==> src/rtl/chess_cursor_ctrl_pkg.sv <==
// Shared button indices, selection FSM states and board defaults for the
// chess UI cursor controller.
package chess_ui_pkg;

    localparam int unsigned BTN_UP     = 0;
    localparam int unsigned BTN_DOWN   = 1;
    localparam int unsigned BTN_LEFT   = 2;
    localparam int unsigned BTN_RIGHT  = 3;
    localparam int unsigned BTN_CENTER = 4;
    localparam int unsigned BTN_NUM    = 5;

    localparam int unsigned BOARD_COLS = 9;
    localparam int unsigned BOARD_ROWS = 10;

    typedef enum logic [1:0] {
        SEL_IDLE   = 2'd0,
        SEL_PICKED = 2'd1,
        SEL_REQ    = 2'd2
    } sel_state_t;

endpackage

==> src/rtl/chess_cursor_ctrl_cursor_axis.sv <==
// One cursor coordinate: registered position stepping by one square with
// either saturation or wrap-around at the board edges.
module cursor_axis #(
    parameter int unsigned MAX  = 8,
    parameter int unsigned W    = 4,
    parameter int unsigned WRAP = 0,
    parameter int unsigned INIT = 0
) (
    input  logic         clk,
    input  logic         rst_n,
    input  logic         inc,
    input  logic         dec,
    input  logic         hold,
    output logic [W-1:0] pos
);

    localparam logic [W-1:0] MAX_V  = W'(MAX);
    localparam logic [W-1:0] INIT_V = W'(INIT);
    localparam logic [W-1:0] ONE_V  = W'(1);

    logic [W-1:0] pos_q, pos_d;

    // Edge compares use >= so an out-of-range value can never step past MAX.
    always_comb begin
        pos_d = pos_q;
        if (!hold) begin
            if (dec) begin
                if (pos_q == '0) begin
                    pos_d = (WRAP != 0) ? MAX_V : '0;
                end else begin
                    pos_d = pos_q - ONE_V;
                end
            end else if (inc) begin
                if (pos_q >= MAX_V) begin
                    pos_d = (WRAP != 0) ? '0 : MAX_V;
                end else begin
                    pos_d = pos_q + ONE_V;
                end
            end
        end
    end

    always_ff @(posedge clk or negedge rst_n) begin
        if (!rst_n) begin
            pos_q <= INIT_V;
        end else begin
            pos_q <= pos_d;
        end
    end

    assign pos = pos_q;

endmodule

==> src/rtl/chess_cursor_ctrl.sv <==
// Board cursor and pick/place selection FSM; issues move requests to the
// game logic over a valid/ready handshake.
module chess_cursor_ctrl
    import chess_ui_pkg::*;
#(
    parameter int unsigned COLS    = BOARD_COLS,
    parameter int unsigned ROWS    = BOARD_ROWS,
    parameter int unsigned COORD_W = 4,
    parameter int unsigned WRAP    = 0,
    parameter int unsigned X_INIT  = 4,
    parameter int unsigned Y_INIT  = 9
) (
    input  logic               clk,
    input  logic               rst_n,
    input  logic [BTN_NUM-1:0] s_sig,
    input  logic [BTN_NUM-1:0] l_sig,
    input  logic               piece_here,
    output logic [COORD_W-1:0] cur_x,
    output logic [COORD_W-1:0] cur_y,
    output logic               picked,
    output logic [COORD_W-1:0] src_x,
    output logic [COORD_W-1:0] src_y,
    output logic               mv_valid,
    output logic [COORD_W-1:0] mv_dst_x,
    output logic [COORD_W-1:0] mv_dst_y,
    input  logic               mv_ready,
    output logic               cancel
);

    sel_state_t         state_q, state_d;
    logic [COORD_W-1:0] src_x_q, src_x_d, src_y_q, src_y_d;
    logic [COORD_W-1:0] dst_x_q, dst_x_d, dst_y_q, dst_y_d;
    logic               cancel_q, cancel_d;

    logic [BTN_NUM-1:0] step;
    logic               up_ev, down_ev, left_ev, right_ev, freeze;
    logic               select_ev, cancel_ev, at_src;

    // Single direction per cycle: UP > DOWN > LEFT > RIGHT.
    assign step     = s_sig | l_sig;
    assign up_ev    = step[BTN_UP];
    assign down_ev  = step[BTN_DOWN] & ~step[BTN_UP];
    assign left_ev  = step[BTN_LEFT] & ~step[BTN_UP] & ~step[BTN_DOWN];
    assign right_ev = step[BTN_RIGHT] & ~step[BTN_UP] & ~step[BTN_DOWN] & ~step[BTN_LEFT];
    assign freeze   = (state_q == SEL_REQ);

    cursor_axis #(
        .MAX  (COLS - 1),
        .W    (COORD_W),
        .WRAP (WRAP),
        .INIT (X_INIT)
    ) u_axis_x (
        .clk   (clk),
        .rst_n (rst_n),
        .inc   (right_ev),
        .dec   (left_ev),
        .hold  (freeze),
        .pos   (cur_x)
    );

    cursor_axis #(
        .MAX  (ROWS - 1),
        .W    (COORD_W),
        .WRAP (WRAP),
        .INIT (Y_INIT)
    ) u_axis_y (
        .clk   (clk),
        .rst_n (rst_n),
        .inc   (down_ev),
        .dec   (up_ev),
        .hold  (freeze),
        .pos   (cur_y)
    );

    assign select_ev = s_sig[BTN_CENTER];
    assign cancel_ev = l_sig[BTN_CENTER];
    assign at_src    = (cur_x == src_x_q) && (cur_y == src_y_q);

    // Selection uses the registered (pre-move) cursor of this cycle.
    always_comb begin
        state_d  = state_q;
        src_x_d  = src_x_q;
        src_y_d  = src_y_q;
        dst_x_d  = dst_x_q;
        dst_y_d  = dst_y_q;
        cancel_d = 1'b0;
        case (state_q)
            SEL_IDLE: begin
                if (select_ev && piece_here) begin
                    src_x_d = cur_x;
                    src_y_d = cur_y;
                    state_d = SEL_PICKED;
                end
            end
            SEL_PICKED: begin
                if (select_ev) begin
                    if (at_src) begin
                        state_d  = SEL_IDLE;
                        cancel_d = 1'b1;
                    end else begin
                        dst_x_d = cur_x;
                        dst_y_d = cur_y;
                        state_d = SEL_REQ;
                    end
                end else if (cancel_ev) begin
                    state_d  = SEL_IDLE;
                    cancel_d = 1'b1;
                end
            end
            SEL_REQ: begin
                if (mv_ready) begin
                    state_d = SEL_IDLE;
                end
            end
            default: begin
                state_d = SEL_IDLE;
            end
        endcase
    end

    always_ff @(posedge clk or negedge rst_n) begin
        if (!rst_n) begin
            state_q  <= SEL_IDLE;
            src_x_q  <= '0;
            src_y_q  <= '0;
            dst_x_q  <= '0;
            dst_y_q  <= '0;
            cancel_q <= 1'b0;
        end else begin
            state_q  <= state_d;
            src_x_q  <= src_x_d;
            src_y_q  <= src_y_d;
            dst_x_q  <= dst_x_d;
            dst_y_q  <= dst_y_d;
            cancel_q <= cancel_d;
        end
    end

    assign picked   = (state_q != SEL_IDLE);
    assign mv_valid = (state_q == SEL_REQ);
    assign src_x    = src_x_q;
    assign src_y    = src_y_q;
    assign mv_dst_x = dst_x_q;
    assign mv_dst_y = dst_y_q;
    assign cancel   = cancel_q;

endmodule

==> config.mk <==
export PLATFORM = sky130hd
export DESIGN_NAME = chess_cursor_ctrl
export DESIGN_NICKNAME = d
export VERILOG_FILES = /design/src/rtl/chess_cursor_ctrl_pkg.sv /design/src/rtl/chess_cursor_ctrl_cursor_axis.sv /design/src/rtl/chess_cursor_ctrl.sv
export SDC_FILE = /design/constraint.sdc
export NUM_CORES = 1
export LEC_CHECK = 0
export ABC_AREA = 0
export BUFFER_PORTS_ARGS = -buffer_cell sky130_fd_sc_hd__buf_2
export CORE_UTILIZATION = 45
export CTS_BUF_LIST = sky130_fd_sc_hd__clkbuf_8
export CTS_CLUSTER_SIZE = 24
export DETAILED_ROUTE_END_ITERATION = 12
export HOLD_SLACK_MARGIN = 0.08
export PLACE_DENSITY = 0.7
export RECOVER_POWER = 25
export SYNTH_ARGS = -nofsm -noshare
export SYNTH_HDL_FRONTEND = slang
export SYNTH_HIERARCHICAL = 1
export SYNTH_SLANG_ARGS = --single-unit
==> constraint.sdc <==
create_clock -name clk -period 2.6 [get_ports clk]
set_input_delay 0.13 -clock clk [delete_from_list [all_inputs] [get_ports clk]]
set_output_delay 0.13 -clock clk [all_outputs]
set_load 0.05 [all_outputs]
==> results of run 1 <==
worst min-delay path by stage:
stage	from	to	slack, ns	depth (start not counted)
floorplan	rst_n	cancel	-0.17	0
global placement	rst_n	mv_dst_x[0]	0.16	1
detailed placement	rst_n	mv_dst_x[2]	0.17	1
CTS	l_sig[4]	cancel	0.12	3
global route	l_sig[4]	cancel	0.12	3
finish	mv_ready	state_q[1]	0.13	3
timing repair:
item	4_1_cts	5_1_grt
endpoints found under the hold margin	24	0
setup endpoints to repair	0	0
hold buffers	1	0
metal layers:
layer / wire [um] / GRT usage, %
met1: 1416 / 23.74
met2: 1639 / 33.28
met3: 115 / 3.247
met4: 25 / 6.977
met5: 0 / 0
state kept, by name (all words and copies together) (netlist names):
signal / flops
cancel: 1
mv_dst_x: 4
u_axis_x/pos: 4
u_axis_y/pos: 4
state_q: 2
src_x: 4
src_y: 4
mv_dst_y: 4
power by group:
part           internal (mW)  switching (mW)
sequential             0.612           0.251
combinational          0.470            1.00
clock                  0.106           0.127
total                   1.19            1.38
worst max-delay path, cell delays in order (launching register included):
cell      delay (ns)
dfstp_2         0.66
xor2_1          0.19
nor4_2          0.09
a211oi_4        0.65
mux2_4          0.35
per-stage QoR:
step                      total power, mW  hold slack, ns  utilization (%)
after floorplan                     1.988         -0.1656                -
after global placement              2.300          0.1565            56.88
after detailed placement            2.344          0.1662            56.88
after CTS                           2.579          0.1207            58.64
after global routing                2.723          0.1198            58.60
final                               2.565          0.1273            58.60
kinds of logic after synthesis:
group           share of synthesized area (%)
simple gates                            14.90
fa+ha+maj                               4.938
xor+xnor                                4.609
compound gates                          14.57
mux                                     13.83
flops                                   44.69
buf+inv                                 2.469
area by class of cell:
type	instances	area [sq um]
Clock inverter	1	3.754
Fill cell	284	1295
Inverter	9	33.78
Timing Repair Buffer	42	216.5
Sequential cell	27	679.4
Tap cell	44	55.05
Clock buffer	3	41.29
Multi-Input combinational cell	97	803.3
cells in the final DEF (no fill, tap or decap), drive strengths merged, types with 2 or more instances in the layout:
cell    Yosys  layout
inv         9      10
a21o        2       2
o21ai       5       5
a211oi      2       2
o31ai       2       2
or2         2       2
nand2       2       2
ha          6       6
mux2       16      16
nor2b       3       3
dfstp       3       3
o21bai      2       2
a221oi      2       2
nor4        2       2
buf         0      40
nand2b      2       2
nor3        2       2
a21oi       6       6
xor2        8       8
nor2       12      12
dfrtp      24      24
and3        2       2
or4b        2       2
clkbuf      1       4
a22oi       2       2
==> impl_metrics.env, run 1 <==
export IMPL_status="finished, final reports clean"
export IMPL_synthArstFlopShare_pct=100.0
export IMPL_min_period_ns=2.059
export IMPL_grt_overflow_total=0
export IMPL_maxCapViolCount=0
export IMPL_yosysWarnings=6
export IMPL_dp_hpwl_um=2314
export IMPL_synth_seq_cells=27
export IMPL_cts_tree="yes"
export IMPL_wl_per_cell_um=14.33
export IMPL_reg2reg_from="u_axis_y/pos[0]"
export IMPL_synth_area_leaders="dfrtp_1 (40%), mux2_4 (7.9%), mux2_2 (5.9%)"
export IMPL_rsz0062_at_grt="false"
export IMPL_cp_end_kind="flip-flop"
export IMPL_tightestPinTransition_ns=1.418
export IMPL_clock_latency_ns=0.27
export IMPL_die_area_sq_um=3614
export IMPL_cts_sinks=27
export IMPL_max_vdd_ir_drop_uv=889.5
export IMPL_ys_flop_type="dfrtp_1"
export IMPL_fin_cells=223
export IMPL_syn_cell_area_sq_um=1520
export IMPL_wirelength_um=3196
export IMPL_drtAntennaViolNets=0
export IMPL_fin_area_sq_um=1833
export IMPL_timing_hold_worst_class="primary input to flip-flop"
export IMPL_place_ws_ns=0.4520
export IMPL_core_area_sq_um=3128
export IMPL_fin_ws_ns=0.5411
export IMPL_io_buffers=40
export IMPL_first_global_vias=1129
export IMPL_ff2ff_path_depth=4
export IMPL_cellLeakagePower_nw=0.8644
export IMPL_synth_cells=134
export IMPL_row_count=20
export IMPL_start_util_pct=48.60
export IMPL_clockRootBuffer="clkbuf_8"
export IMPL_skew_ns=0.004706
export IMPL_place_inst=218
export IMPL_grt_max_degree=28
export IMPL_crit_path_end="mv_dst_y[0]"
export IMPL_cts_path_max_buffers=2
export IMPL_place_area_sq_um=1779
export IMPL_synth_common_cells="dfrtp_1 (24), nor2_1 (12), inv_1 (9)"
export IMPL_place_congestion=0.8579
export IMPL_drtIter0Drc=52
export IMPL_synth_top_area_share_pct=39.51
export IMPL_r2r_end="mv_dst_y[0]"
export IMPL_max_slew_margin_pct=5.483
export IMPL_cts_setup_buffers=0
export IMPL_cts_resized_gates=0
export IMPL_synth_most_common_cell="dfrtp_1"
export IMPL_tns_ns=0
export IMPL_cts_htree_levels=1
export IMPL_report_final_slew_viol_count=0
export IMPL_cp_required_ns=2.76
export IMPL_synth_edf_count=0
export IMPL_crit_arrival_ns=2.22
export IMPL_vias_per_cell=5.422
export IMPL_synth_nets=154
export IMPL_power_density_nw_per_um2=1399
export IMPL_diodes=0
export IMPL_syn_avg_cell_area_sq_um=11.34
export IMPL_clk_pin_slew_ns=0.09
export IMPL_grt_antenna_before_repair=0
export IMPL_hold_viol_final=0
export IMPL_drive_gt1_share_pct=39.11
export IMPL_vias=1209
export IMPL_fmax_ghz=0.4857
export IMPL_grt_pass1_wl_um=5071
export IMPL_die_w_um=60.12
export IMPL_dr_pass1_iters=4
export IMPL_reg2reg_slack_ns=0.54
export IMPL_critPathKind="flip-flop to flip-flop"
export IMPL_startpoint="u_axis_y/pos[0]"
export IMPL_drc=0
export IMPL_startpoint_type="flip-flop"
export IMPL_fin_nets=200
export IMPL_fin_crit_sh_pct=79.19
export IMPL_fp_dieH_um=60.12
export IMPL_setup_viol=0
export IMPL_synth_top_area_cell="dfrtp_1"
export IMPL_numCtsBuffers=3
export IMPL_cp_max_fo=11
export IMPL_track_usage_pct=19.22
export IMPL_num_io_pins=41
export IMPL_synth_cell_type_count=43
export IMPL_yosysSeqAreaShare_pct=44.69
export IMPL_area_delta_synth_final_pct=20.58
(Power assumes the default switching activity.)
==> run 2: changes to the inputs <==
- ABC_AREA: 0 -> 1
- PLACE_DENSITY: 0.7 -> 0.69
- clock period: 2.6 -> 2.16 ns (I/O delays scaled with it)
==> run 2 against run 1 <==
Hold slack improved by 0.080 ns. Clock power increased by 19%. Cell area increased by 6.3%. Utilization decreased by 1.1 points. Register-to-register slack improved by 0.02 ns. Synthesized cell count increased by 61%. Power increased by 25%. Non-clock buffer count increased by 1. Critical path depth increased by 3. Sequential power increased by 22%. First-iteration DRC count increased by 69%. Setup slack improved by 0.020 ns. Critical path type unchanged. Critical endpoint is now u_axis_y/pos[1]. Largest power group unchanged.
==> impl_metrics.env, run 2 <==
export IMPL_status="finished, final reports clean"
export IMPL_fillCellCount=310
export IMPL_syn_avg_cell_area_sq_um=7.536
export IMPL_grt_pass1_wl_um=5837
export IMPL_synth_top_area_share_pct=36.89
export IMPL_yosysWarnings=6
export IMPL_wl_per_cell_um=10.88
export IMPL_synth_most_common_cell="nand2_1"
export IMPL_grt_antenna_before_repair=0
export IMPL_synthArstFlopShare_pct=100.0
export IMPL_cts_resized_gates=0
export IMPL_dp_hpwl_um=2436
export IMPL_synth_cells=216
export IMPL_mostFrequentLayoutCells="nand2_1 (73), buf_2 (39), dfrtp_1 (24), inv_1 (23), nor2_1 (21)"
export IMPL_place_inst=300
export IMPL_dr_pass1_iters=4
export IMPL_hold_viol_final=0
export IMPL_io_buffers=40
export IMPL_startpoint_type="flip-flop"
export IMPL_skew_ns=0.006109
export IMPL_fmax_ghz=0.6255
export IMPL_rsz0062_at_grt="false"
export IMPL_cellLeakagePower_nw=1.087
export IMPL_fp_dieH_um=62.15
export IMPL_final_common_cell="nand2_1"
export IMPL_cts_tree="yes"
export IMPL_max_vdd_ir_drop_uv=890.7
export IMPL_synth_edf_count=0
export IMPL_wirelength_um=3341
export IMPL_ys_flop_type="dfrtp_1"
export IMPL_min_period_ns=1.599
export IMPL_drive_gt1_share_pct=26.05
export IMPL_report_final_slew_viol_count=0
export IMPL_setup_viol=0
export IMPL_area_delta_synth_final_pct=19.75
export IMPL_clockRootBuffer="clkbuf_8"
export IMPL_num_io_pins=41
export IMPL_drtIter0Drc=88
export IMPL_power_density_nw_per_um2=1646
export IMPL_first_global_vias=1289
export IMPL_row_count=21
export IMPL_synth_top_area_cell="dfrtp_1"
export IMPL_clk_pin_slew_ns=0.09
export IMPL_vias=1473
export IMPL_synth_common_cells="nand2_1 (73), dfrtp_1 (24), inv_1 (22)"
export IMPL_cp_required_ns=2.33
export IMPL_cp_num_buf_inv=1
export IMPL_cts_setup_buffers=0
export IMPL_track_usage_pct=18.96
export IMPL_cp_common_cell="nand2_1"
export IMPL_tightestPinTransition_ns=1.391
export IMPL_vias_per_cell=4.798
export IMPL_cp_top_family="flip-flops"
export IMPL_synth_area_leaders="dfrtp_1 (37%), nand2_1 (17%), inv_1 (5.1%)"
export IMPL_syn_cell_area_sq_um=1628
export IMPL_timing_hold_worst_class="primary input to flip-flop"
export IMPL_diodes=0
export IMPL_die_w_um=62.15
export IMPL_cts_sinks=27
export IMPL_drc=0
export IMPL_fin_crit_sh_pct=74.02
export IMPL_yosysSeqAreaShare_pct=41.74
export IMPL_numCtsBuffers=3
export IMPL_grt_max_degree=28
export IMPL_cts_htree_levels=1
export IMPL_die_area_sq_um=3862
export IMPL_critPathKind="flip-flop to flip-flop"
export IMPL_crit_arrival_ns=1.77
export IMPL_cp_cell_sequence="inv_1 > ha_1 > or2_2 > nand3_1 > nand2_1 > nand2_1 > nand2_1"
export IMPL_fin_cells=307
export IMPL_cp_slowest_stage_delay_ns=0.63
export IMPL_grt_overflow_total=0
export IMPL_place_congestion=0.8834
export IMPL_start_util_pct=48.03
export IMPL_tns_ns=0
export IMPL_core_area_sq_um=3390
export IMPL_synth_nets=236
export IMPL_synth_cell_type_count=26
export IMPL_drtAntennaViolNets=0
export IMPL_synth_seq_cells=27
export IMPL_fin_nets=282
export IMPL_cp_slowest_cell="dfstp_2"
export IMPL_clock_latency_ns=0.27
export IMPL_max_slew_margin_pct=7.240
export IMPL_maxCapViolCount=0
export IMPL_cp_max_fo=9
export IMPL_cp_end_kind="flip-flop"
export IMPL_cts_path_max_buffers=2
## run 2: layout make-up
cell class,instances,area (sq um),share of cell area (%)
clock inverter,1,3.754,0.1926
multi-input combinational,159,833.3,42.75
tap,46,57.56,2.953
inverter,28,105.1,5.392
clock buffer,3,41.29,2.118
timing repair buffer,43,229.0,11.75
sequential,27,679.4,34.85
## run 2: timing repair
item	CTS	global route
setup endpoints to repair	0	0
endpoints found under the hold margin	26	0
hold buffers	3	0
## run 2: cells by family (layout without fill, tap and decap cells)
kind of cell,count (synthesis),after routing,synth area share (%)
flops,27,27,41.74
buf+inv,30,75,7.071
fa+ha+maj,6,6,4.612
compound gates,25,25,9.301
xor+xnor,4,4,2.152
simple gates,121,121,33.05
mux,3,3,2.075
## run 2: per-stage QoR
| step | utilization, % | total power, mW | hold slack (ns) | setup slack [ns] | instance area, sq um |
|---|---|---|---|---|---|
| floorplan | - | 2.500 | -0.1876 | 0.4251 | 1628 |
| global placement | 55.33 | 2.911 | 0.1450 | 0.6038 | 1876 |
| detailed placement | 55.33 | 2.938 | 0.1430 | 0.5789 | 1876 |
| CTS | 57.55 | 3.229 | 0.2003 | 0.5648 | 1951 |
| global route | 57.51 | 3.461 | 0.2246 | 0.3477 | 1949 |
| finish | 57.51 | 3.208 | 0.2077 | 0.5612 | 1949 |
## run 2: worst reg2reg max path, delay by kind of cell, from the launching register on
kind	cells	cell delay (ns)
DFF	1	0.63
and+or+nand+nor	5	0.51
buffers and inverters	1	0.12
adders and majority gates	1	0.23
## run 2: path summary, 6_finish.rpt
kind,start,to,slack [ns],cells past startpoint
max,u_axis_y/pos[0],u_axis_y/pos[1],0.56,7
min,s_sig[4],cancel,0.21,2
max reg2reg,u_axis_y/pos[0],u_axis_y/pos[1],0.56,7
min reg2reg,mv_dst_x[3],mv_dst_x[3],0.47,2
max in group asynchronous,rst_n,src_x[0],0.67,2
min in group asynchronous,rst_n,mv_dst_y[1],0.67,2
## run 2: per-layer routing
metal	global-route usage [%]	vias up	share of wire (%)
met5	0	-	0
met4	7.849	0	1.2
met3	2.206	4	4.4
met2	31.46	38	47
met1	25.09	654	47
li1	-	777	-
## run 2: power breakdown
| group | leakage [nW] | internal [mW] | switching, mW |
|---|---|---|---|
| logic | 0.728 | 0.526 | 1.36 |
| clock network | 0.0269 | 0.127 | 0.151 |
| registers | 0.332 | 0.743 | 0.306 |
==> run 3: changes to the inputs <==
- PLACE_DENSITY: 0.69 -> 0.72
- clock period: 2.16 -> 1.4 ns (I/O delays scaled with it)
==> run 3 against run 2 <==
The flow now finishes with violations (negative setup slack). Flip-flop and latch count did not move. Fmax rose by 10%. First-iteration DRC count fell by 19%. Utilization rose by 6.5 points. Global-route usage rose by 0.53 points. Combinational power rose by 82%. Sequential power rose by 50%. Wire length rose by 8.9%. Clock-buffer cell count did not move. Hold slack got worse by 0.021 ns. Final cell count rose by 3.9%. Critical endpoint unchanged. Highest routed layer unchanged.
==> impl_metrics.env, run 3 (synthesis gave the netlist of run 2 again) <==
export IMPL_cp_end_kind="flip-flop"
export IMPL_grt_pass1_wl_um=6078
export IMPL_final_common_cell="nand2_1"
export IMPL_clk_pin_slew_ns=0.09
export IMPL_grt_max_degree=28
export IMPL_clock_latency_ns=0.26
export IMPL_cp_slowest_cell="dfstp_4"
export IMPL_core_area_sq_um=3390
export IMPL_drive_gt1_share_pct=35.90
export IMPL_first_global_vias=1364
export IMPL_skew_ns=0.006489
export IMPL_clockRootBuffer="clkbuf_8"
export IMPL_fin_crit_sh_pct=103.6
export IMPL_ff2ff_path_depth=7
export IMPL_wirelength_um=3637
export IMPL_holdPathEnd="src_x[3]"
export IMPL_rsz0062_at_grt="true"
export IMPL_diodes=0
export IMPL_reg2reg_slack_ns=-0.05
export IMPL_area_delta_synth_final_pct=33.36
export IMPL_num_io_pins=41
export IMPL_cp_max_fo=8
export IMPL_fin_ws_ns=-0.04976
export IMPL_startpoint_type="flip-flop"
export IMPL_max_vdd_ir_drop_uv=1018
export IMPL_place_ws_ns=-0.02970
export IMPL_cp_top_family="flip-flops"
export IMPL_cp_common_cell="nand2_1"
export IMPL_drc=0
export IMPL_place_congestion=0.9553
export IMPL_r2r_end="u_axis_y/pos[1]"
export IMPL_min_period_ns=1.450
export IMPL_fmax_ghz=0.6898
export IMPL_dp_hpwl_um=2641
export IMPL_crit_arrival_ns=1.61
export IMPL_violations="negative setup slack"
export IMPL_row_count=21
export IMPL_dr_pass1_iters=4
export IMPL_fin_nets=294
export IMPL_cts_path_max_buffers=2
export IMPL_grt_overflow_total=0
export IMPL_cts_htree_levels=1
export IMPL_place_area_sq_um=1989
export IMPL_drtIter0Drc=71
export IMPL_die_w_um=62.15
export IMPL_track_usage_pct=19.49
export IMPL_cp_slowest_stage_delay_ns=0.69
export IMPL_fin_hold_ws_ns=0.1865
export IMPL_start_util_pct=48.03
export IMPL_cp_cell_sequence="inv_4 > ha_4 > or2_4 > nand3_2 > nand2_1 > nand2_1 > nand2_1"
export IMPL_power_density_nw_per_um2=2498
export IMPL_drtAntennaViolNets=0
export IMPL_cts_tree="yes"
export IMPL_grt_antenna_before_repair=0
export IMPL_maxCapViolCount=0
export IMPL_numCtsBuffers=3
export IMPL_reg2reg_from="u_axis_y/pos[0]"
export IMPL_fp_dieH_um=62.15
export IMPL_setup_viol=10
export IMPL_vias_per_cell=4.893
export IMPL_die_area_sq_um=3862
export IMPL_utilization_pct=64.05
export IMPL_hold_viol_final=0
export IMPL_power_total_mw=5.422
export IMPL_tightestPinTransition_ns=0.6353
export IMPL_wl_per_cell_um=11.40
export IMPL_vias=1561
export IMPL_fin_area_sq_um=2171
export IMPL_status="finished with violations"
export IMPL_mostFrequentLayoutCells="nand2_1 (72), buf_2 (35), inv_1 (21), nor2_1 (20), dfrtp_1 (19)"
export IMPL_report_final_slew_viol_count=0
export IMPL_cp_num_buf_inv=1
export IMPL_hold_path_startpoint="piece_here"
export IMPL_whs_path_depth=3
export IMPL_timing_hold_worst_class="primary input to flip-flop"
export IMPL_max_slew_margin_pct=57.65
export IMPL_cts_sinks=27
export IMPL_cp_required_ns=1.56
export IMPL_io_buffers=40
export IMPL_critPathKind="flip-flop to flip-flop"
export IMPL_cellLeakagePower_nw=1.147
## run 3: cell types whose count changed in the layout (fill, tap and decap cells not counted), sizes merged
| cell | delta |
|---|---|
| buf | +8 |
| clkbuf | +2 |
| clkinvlp | +1 |
| inv | -1 |
| nand2 | +1 |
| nand3 | +1 |
## run 3: cell type report
| cell class | instances | area [sq um] |
|---|---|---|
| Clock buffer | 3 | 41.29 |
| Clock inverter | 1 | 3.754 |
| Fill cell | 283 | 1219 |
| Inverter | 28 | 111.4 |
| Multi-Input combinational cell | 161 | 944.7 |
| Sequential cell | 27 | 696.9 |
| Tap cell | 46 | 57.56 |
| Timing Repair Buffer | 53 | 315.3 |
## run 3: power breakdown
group	internal, mW	switching (mW)	total (mW)	leakage [nW]
clock network	0.196	0.223	0.419	0.0269
registers	1.19	0.388	1.58	0.328
logic	1.08	2.35	3.43	0.793
total	2.47	2.96	5.42	1.15
## run 3: worst reg2reg max path, cell delays in order, from the launching register on
cell	delay, ns
dfstp_4	0.69
inv_4	0.07
ha_4	0.17
or2_4	0.23
nand3_2	0.05
nand2_1	0.05
nand2_1	0.05
nand2_1	0.04
## run 3: metal layers
layer / global-route usage (%) / part of all wire [%] / vias to the layer above
li1: - / - / 803
met1: 27.86 / 47 / 710
met2: 31.59 / 48 / 42
met3: 1.287 / 3.2 / 6
met4: 6.105 / 1.6 / 0
met5: 0 / 0 / -
## run 3: worst max-delay path by stage
| stage | slack [ns] | endpoint | from | cells past startpoint |
|---|---|---|---|---|
| after floorplan | -0.07 | u_axis_y/pos[1] | u_axis_y/pos[0] | 7 |
| after global placement | 0.009 | state_q[1] | u_axis_y/pos[0] | 6 |
| after detailed placement | -0.03 | state_q[1] | u_axis_y/pos[0] | 6 |
| after CTS | -0.02 | u_axis_y/pos[1] | u_axis_y/pos[0] | 7 |
| after global routing | -0.12 | mv_dst_y[3] | u_axis_y/pos[0] | 7 |
| final | -0.05 | u_axis_y/pos[1] | u_axis_y/pos[0] | 7 |
## run 3: metrics by stage
step	cells	setup TNS, ns
floorplan	216	-0.4966
global placement	308	0
detailed placement	308	-0.06893
CTS	316	-0.1327
global route	319	-1.498
finish	319	-0.2068
## run 3: timing repair
item,in CTS,in global routing
buffers inserted,0,2
pin swaps,0,5
endpoints found under the hold margin,26,0
hold buffers,3,0
endpoints found under the setup margin,13,24
gates cloned,1,1
resized for setup,1,16
